===== src/rtl/mult_pkg.sv =====
// Shared types and constants for the sequential signed multiplier control path.
package mult_pkg;

    typedef enum logic [2:0] {
        IDLE  = 3'd0,
        LOAD  = 3'd1,
        CHECK = 3'd2,
        ADD   = 3'd3,
        SHIFT = 3'd4,
        DONE  = 3'd5
    } seq_state_t;

    localparam logic PSEL_CLEAR = 1'b0;
    localparam logic PSEL_ACCUM = 1'b1;

endpackage : mult_pkg


===== src/rtl/mult_sequencer_if.sv =====
// Command, datapath status and datapath strobe bundle between sequencer and multiplier.
interface mult_sequencer_if #(
    parameter int unsigned CNT_W = 4
);
    logic             start;
    logic             zflag;
    logic             lsb_multiplier;
    logic             load;
    logic             psel;
    logic             reg_en;
    logic             shift_en;
    logic             busy;
    logic             done;
    logic             result_valid;
    logic             overflow_err;
    logic [CNT_W-1:0] iter_count;

    // Sequencer side: consumes command/status, drives strobes and status flags.
    modport master (
        input  start, zflag, lsb_multiplier,
        output load, psel, reg_en, shift_en,
        output busy, done, result_valid, overflow_err, iter_count
    );

    modport slave (
        output start, zflag, lsb_multiplier,
        input  load, psel, reg_en, shift_en,
        input  busy, done, result_valid, overflow_err, iter_count
    );

endinterface : mult_sequencer_if


===== src/rtl/mult_iter_counter.sv =====
// Saturating shift counter with synchronous clear and enable.
module mult_iter_counter #(
    parameter int unsigned MAX_ITER = 8,
    parameter int unsigned CNT_W    = $clog2(MAX_ITER + 1)
) (
    input  logic             clk,
    input  logic             rst_n,
    input  logic             clr,
    input  logic             en,
    output logic [CNT_W-1:0] count,
    output logic             at_max
);

    localparam logic [CNT_W-1:0] CNT_MAX = CNT_W'(MAX_ITER);

    always_ff @(posedge clk) begin
        if (!rst_n) begin
            count <= '0;
        end else if (clr) begin
            count <= '0;
        end else if (en && (count != CNT_MAX)) begin
            count <= count + CNT_W'(1);
        end
    end

    assign at_max = (count == CNT_MAX);

endmodule : mult_iter_counter


===== src/rtl/mult_sequencer.sv =====
// Control FSM for the shift-and-add signed multiplier: sequences load/add/shift
// from datapath status and reports completion, busy and iteration overflow.
module mult_sequencer
    import mult_pkg::*;
#(
    parameter int unsigned WIDTH    = 8,
    parameter int unsigned MAX_ITER = WIDTH,
    parameter int unsigned CNT_W    = $clog2(MAX_ITER + 1)
) (
    input  logic              clk,
    input  logic              rst_n,
    mult_sequencer_if.master  bus
);

    seq_state_t state;
    seq_state_t next_state;
    logic       at_max;
    logic       set_ovf_c;

    mult_iter_counter #(
        .MAX_ITER (MAX_ITER),
        .CNT_W    (CNT_W)
    ) u_iter_counter (
        .clk    (clk),
        .rst_n  (rst_n),
        .clr    (state == LOAD),
        .en     (state == SHIFT),
        .count  (bus.iter_count),
        .at_max (at_max)
    );

    // Next-state logic; zflag has priority over the iteration ceiling.
    always_comb begin
        next_state = state;
        set_ovf_c  = 1'b0;
        unique case (state)
            IDLE:  if (bus.start) next_state = LOAD;
            LOAD:  next_state = CHECK;
            CHECK: begin
                if (bus.zflag) begin
                    next_state = DONE;
                end else if (at_max) begin
                    next_state = DONE;
                    set_ovf_c  = 1'b1;
                end else if (bus.lsb_multiplier) begin
                    next_state = ADD;
                end else begin
                    next_state = SHIFT;
                end
            end
            ADD:   next_state = SHIFT;
            SHIFT: next_state = CHECK;
            DONE:  next_state = bus.start ? LOAD : IDLE;
            default: next_state = IDLE;
        endcase
    end

    // Outputs are registered from the next state so they track the state register exactly.
    always_ff @(posedge clk) begin
        if (!rst_n) begin
            state            <= IDLE;
            bus.load         <= 1'b0;
            bus.psel         <= 1'b0;
            bus.reg_en       <= 1'b0;
            bus.shift_en     <= 1'b0;
            bus.busy         <= 1'b0;
            bus.done         <= 1'b0;
            bus.result_valid <= 1'b0;
            bus.overflow_err <= 1'b0;
        end else begin
            state        <= next_state;
            bus.load     <= (next_state == LOAD);
            bus.psel     <= (next_state == LOAD) ? PSEL_CLEAR : PSEL_ACCUM;
            bus.reg_en   <= (next_state == LOAD) || (next_state == ADD);
            bus.shift_en <= (next_state == SHIFT);
            bus.busy     <= (next_state == LOAD) || (next_state == CHECK) ||
                            (next_state == ADD)  || (next_state == SHIFT);
            bus.done     <= (next_state == DONE);

            if (next_state == LOAD) begin
                bus.result_valid <= 1'b0;
                bus.overflow_err <= 1'b0;
            end else if (next_state == DONE) begin
                bus.result_valid <= 1'b1;
                if (set_ovf_c) bus.overflow_err <= 1'b1;
            end
        end
    end

endmodule : mult_sequencer


===== src/flat_wrapper.sv =====
// flat-port wrapper written by rule: the top's interface ports become plain ports
module mult_sequencer_flat import mult_pkg::*;
#(
    parameter int unsigned WIDTH    = 8,
    parameter int unsigned MAX_ITER = WIDTH,
    parameter int unsigned CNT_W    = $clog2(MAX_ITER + 1)
)
  (clk, rst_n, bus_start, bus_zflag, bus_lsb_multiplier, bus_load, bus_psel, bus_reg_en, bus_shift_en, bus_busy, bus_done, bus_result_valid, bus_overflow_err, bus_iter_count);
  mult_sequencer_if #(.CNT_W(CNT_W)) bus_i ();
  input  logic clk;
  input  logic rst_n;
  input wire logic [$bits(bus_i.start)-1:0] bus_start;
  input wire logic [$bits(bus_i.zflag)-1:0] bus_zflag;
  input wire logic [$bits(bus_i.lsb_multiplier)-1:0] bus_lsb_multiplier;
  output wire logic [$bits(bus_i.load)-1:0] bus_load;
  output wire logic [$bits(bus_i.psel)-1:0] bus_psel;
  output wire logic [$bits(bus_i.reg_en)-1:0] bus_reg_en;
  output wire logic [$bits(bus_i.shift_en)-1:0] bus_shift_en;
  output wire logic [$bits(bus_i.busy)-1:0] bus_busy;
  output wire logic [$bits(bus_i.done)-1:0] bus_done;
  output wire logic [$bits(bus_i.result_valid)-1:0] bus_result_valid;
  output wire logic [$bits(bus_i.overflow_err)-1:0] bus_overflow_err;
  output wire logic [$bits(bus_i.iter_count)-1:0] bus_iter_count;
  assign bus_i.start = bus_start;
  assign bus_i.zflag = bus_zflag;
  assign bus_i.lsb_multiplier = bus_lsb_multiplier;
  assign bus_load = bus_i.load;
  assign bus_psel = bus_i.psel;
  assign bus_reg_en = bus_i.reg_en;
  assign bus_shift_en = bus_i.shift_en;
  assign bus_busy = bus_i.busy;
  assign bus_done = bus_i.done;
  assign bus_result_valid = bus_i.result_valid;
  assign bus_overflow_err = bus_i.overflow_err;
  assign bus_iter_count = bus_i.iter_count;
  mult_sequencer #(.WIDTH(WIDTH), .MAX_ITER(MAX_ITER), .CNT_W(CNT_W)) u_core (.clk(clk), .rst_n(rst_n), .bus(bus_i));
endmodule

===== config.mk =====
export PLATFORM = sky130hd
export DESIGN_NAME = mult_sequencer_flat
export DESIGN_NICKNAME = d
export VERILOG_FILES = /design/src/rtl/mult_pkg.sv /design/src/rtl/mult_sequencer_if.sv /design/src/rtl/mult_iter_counter.sv /design/src/rtl/mult_sequencer.sv /design/src/flat_wrapper.sv
export SDC_FILE = /design/constraint.sdc
export NUM_CORES = 1
export LEC_CHECK = 0
export CAP_MARGIN = 20
export CORE_UTILIZATION = 49
export CTS_CLUSTER_SIZE = 8
export DETAILED_ROUTE_END_ITERATION = 7
export GPL_TIMING_DRIVEN = 1
export PLACE_DENSITY = 0.86
export SLEW_MARGIN = 20
export SYNTH_ARGS = -nofsm -noshare
export SYNTH_HDL_FRONTEND = slang
export SYNTH_SLANG_ARGS = --single-unit

===== constraint.sdc =====
create_clock -name clk -period 2.8 [get_ports clk]
set_input_delay 0.28 -clock clk [delete_from_list [all_inputs] [get_ports clk]]
set_output_delay 0.28 -clock clk [all_outputs]
set_load 0.02 [all_outputs]

After elaboration in Yosys (flattened, before gate mapping)
Index checks and enable logic that the tools add are counted.

Bits in registers: 15. Input port bits: 5. Output and inout bits: 12. Logic and storage cells: 44.

Add/sub/neg operators: 1. Equal/unequal tests: 12. Muxes and demuxes: 10. Bitwise logic cells: 1. Reductions and logical operators: 10.

Operators by type and width (number): $pmux W3 S5 (1); $eq A3 B2 Y1 const B (4); $eq A3 B3 Y1 const B (4); $mux W3 (4); $eq A3 B1 Y1 const B (2); $reduce_or A2 Y1 (3); $mux W1 (5); $add A4 B1 Y4 const B (1); $eq A4 B4 Y1 const B (1); $logic_or A1 B1 Y1 (4); $ne A4 B4 Y1 const B (1); $logic_not A3 Y1 (1); $reduce_and A2 Y1 (1); $logic_and A1 B1 Y1 (1); $not A1 Y1 (1).

Logic depth before layout (Yosys ltp)
Word-level depth: 8. Gate-level depth with buffers: 6. Mapped depth without buffers: 5.

Hierarchy
From an unflattened synthesis, not the netlist that was laid out.

Cells, all modules: 69. Area total of the unflattened synthesis: 658.1 um2.

Modules (own cells, without submodules): mult_sequencer (instances 1, cells an instance 44, area an instance 440.4 um2, sequential area each 220.2 um2); mult_iter_counter (instances 1, cells an instance 25, area an instance 217.7 um2, sequential area each 80.1 um2).

Worst setup path after synthesis
OpenSTA, ideal clock, no wires.

Kind: reg-to-reg. From: register u_core.u_iter_counter.count[0]. To: register u_core.u_iter_counter.count[2]. Setup time: 0.070 ns. Arrival time: 1.655 ns. Required time: 2.730 ns. Path slack: 1.075 ns. Cell stages (with the launch flop): 7. Buffers on the path: 1. Clock period less this slack: 1.725 ns. Path through: dfxtp_1 inv_1 ha_1 and3b_1 clkbuf_1 or4_1 a21oi_1.

Cells in the longest elaborated chain, start to end: 2. Elaborated cells on any way between the ends: 3. Those cells by class: add/sub (1); eq/ne (1); reduce/logical (1).

Ends and longest elaborated chain: start, declared (line mult_iter_counter.sv:10) `output logic [CNT_W-1:0] count,`; start signal, assigned (line mult_iter_counter.sv:22) `count <= count + CNT_W'(1);`; branches (longest 2 deep; another with $add A4 B1 Y4).

Parallel ways; which one is timed is not known. A chain may end at the register's enable or synchronous reset.

Worst setup path after layout
Ends and elaborated chain as after synthesis.

==> out/qor.csv <==
metric;value;unit
via count;575;
multiplexer area fraction after synthesis;0;%
CP Max Fanout;9;
Clk Latency, worst-skew pair;0.28;ns
Gate Count Post-Synth;76;
r2r worst-path depth;5;
GR Util All Layers;21.3;%
synth unique cells;28;
ant diodes;0;
post-synthesis sequential area ratio;44.9;%
Die X;39.0;um
count of cells resized by post-cts repair;0;
power density over cell area;507;mW/mm2
core box area;0.00119;mm2
setup ws final;1.19;ns
Avg Inst Size Synth;8.81;um2
critical path type;reg2reg;
CTS root buf;clkbuf_4;
nets;100;
Tightest Hold Check Type;reg2reg;
setup violators final;0;
FF+latch count, synth;15;
GRT overflow;0;
Pre-Repair DR Iteration Count;2;
hold buffer count at cts;0;
DR WL/cell;11.6;um
CTS Buf Count;3;
Routability Congestion;0.823;
utilization after layout;71.6;%
synthesized cell area;669;um2
WP data required;3.02;ns
vias per cell;5.42;
CTS H-tree depth;1;
FMAX;621;MHz
clock-pin slew on the worst setup and hold paths;0.08;ns
first-pass GRT wire length;2.10;mm
vias in the first global route;513;
Adder-Cell Fraction of Synth Area;3.74;%
largest family of logic cells by synthesized area;simple AND/OR/NAND/NOR gates;
Post-Syn Nets;83;
RR Startpoint;u_core.u_iter_counter.count[0];
share of layout cells above drive strength 1;4.35;%
simple-gate share of the synthesized area;23.0;%
CP Capture Type;register;
max-cap violation count;0;
setup slack, reg-to-reg;1.19;ns
pre-CTS setup slack;1.22;ns
DRT Wirelength;1.23;mm
Max Clock Skew;0.00567;ns
final-report max-slew violation count;0;
port buffer count;16;
initial core utilization;56.4;%
Final Critical Period;1.61;ns
DIE AREA;0.00152;mm2
setup TNS;0;ns
hold path start;u_core.bus.result_valid;
postcts setup bufs;0;
DRT iter0 DRCs;15;
Max clock buf depth;2;
post-route ant nets;0;
arrival time worst endpoint;1.83;ns
CTS tree;yes;
XOR/XNOR Fraction of Synth Area;1.31;%
Post-DP HPWL;886;um
CTS Sinks;15;
IO Pins;17;
Die Y-Extent;39.0;um
final hold violation count;0;
worst slew pin tran;0.556;ns
pin count of the biggest net entering global routing;12;
# DRC;0;
Static Leakage;0.318;nW
peak supply drop;0.350;mV
final period utilization;57.5;%
crit path launch;u_core.u_iter_counter.count[0];
nature of the critical path startpoint;register;
antenna violations before repair;0;
hold-critical path depth;2;
status;completed;
synthesis-to-layout area growth;26.9;%
Compound-Gate Fraction of Synth Area;19.1;%
Rel. slew slack;62.6;%
unrepaired setup endpoints after global routing;false;
row count;12;
Synth warnings;0;
synthesized netlist by cell type:
master / instances / area share, %
a21oi_1: 7 / 5.2
a22o_1: 1 / 1.3
a31oi_1: 2 / 1.9
a32o_1: 1 / 1.5
and2_1: 1 / 0.94
and3b_1: 1 / 1.3
buf_2: 1 / 0.75
buf_6: 1 / 1.7
clkbuf_1: 2 / 1.1
dfxtp_1: 15 / 45
ha_1: 2 / 3.7
inv_1: 8 / 4.5
nand2b_1: 3 / 2.8
nand3_1: 3 / 2.2
nand3b_1: 2 / 2.2
nor2_1: 5 / 2.8
nor2b_1: 1 / 0.94
nor3_1: 2 / 1.5
nor3b_1: 2 / 2.2
nor4b_1: 1 / 1.3
o21ai_0: 7 / 5.2
o311a_1: 1 / 1.5
o31a_1: 1 / 1.3
o31ai_1: 1 / 1.1
or3_1: 2 / 1.9
or3b_4: 1 / 1.7
or4_1: 1 / 1.1
xor2_1: 1 / 1.3
power by group:
group	switching, mW	leakage [nW]	internal (mW)	total (mW)
Sequential	0.0137	0.122	0.226	0.240
Clock	0.0628	0.0150	0.0553	0.118
Combinational	0.0363	0.181	0.0363	0.0726
Total	0.113	0.318	0.318	0.430
final cells by class:
class / count / area, um2
inverter: 8 / 30.0
timing repair buffer: 16 / 160
multi-input combinational: 49 / 315
fill: 94 / 337
tap: 14 / 17.5
clock buffer: 4 / 26.3
sequential: 15 / 300
worst max-delay path, cell delays in order, from the launching register on:
cell and delay, ns:
dfxtp_1 0.40, inv_1 0.08, ha_1 0.20, and3b_1 0.25, or4_1 0.48, a21oi_1 0.14
kinds of logic (layout without fill, tap and decap cells):
kind of cell,Yosys count,in the layout
XOR/XNOR,1,1
buffers and inverters,12,28
AO/OA/AOI/OAI,21,21
flip-flops,15,15
adder cells (fa/ha/maj),2,2
AND/OR/NAND/NOR,25,25
stage by stage:
stage	hold WS, ns	instances	total power, mW	instance area, um2
6_report	0.452	106	0.430	850
3_5_place_dp	0.447	102	0.316	823
3_3_place_gp	0.434	102	0.315	823
2_1_floorplan	0.386	76	0.290	669
4_1_cts	0.460	106	0.434	850
5_1_grt	0.476	106	0.454	850
cell usage in the layout (no fill, tap or decap), types with 2 or more instances in the layout:
master / synthesis / routed
o21ai_0: 7 / 7
dfxtp_1: 15 / 15
or3_1: 2 / 2
nand2b_1: 3 / 3
nor3b_1: 2 / 2
nor3_1: 2 / 2
nand3b_1: 2 / 2
inv_1: 8 / 8
ha_1: 2 / 2
nor2_1: 5 / 5
clkdlybuf4s50_1: 0 / 16
nand3_1: 3 / 3
a31oi_1: 2 / 2
clkbuf_4: 0 / 3
a21oi_1: 7 / 7
flip-flops by register name, indices dropped and copies added, names as in the netlist:
name and flops:
u_core.bus.result_valid 1, u_core.u_iter_counter.count 4, u_core.bus.reg_en 1, u_core.bus.load 1, u_core.bus.shift_en 1, u_core.bus.busy 1, u_core.bus.done 1, u_core.bus.overflow_err 1
u_core.bus.psel 1, u_core.state 3
worst paths after layout:
check,to
worst min register to register,u_core.bus.result_valid
worst min-delay path,u_core.bus.result_valid
worst max-delay path,u_core.u_iter_counter.count[2]
worst max register to register,u_core.u_iter_counter.count[2]
per-layer routing:
layer  part of all wire, %  global-route usage, %
met1                    48                   25.8
met2                    45                   32.1
met3                   5.5                   10.4
met4                  0.90                   7.76
met5                     0                      0
Power figures use the tool's default switching activity.
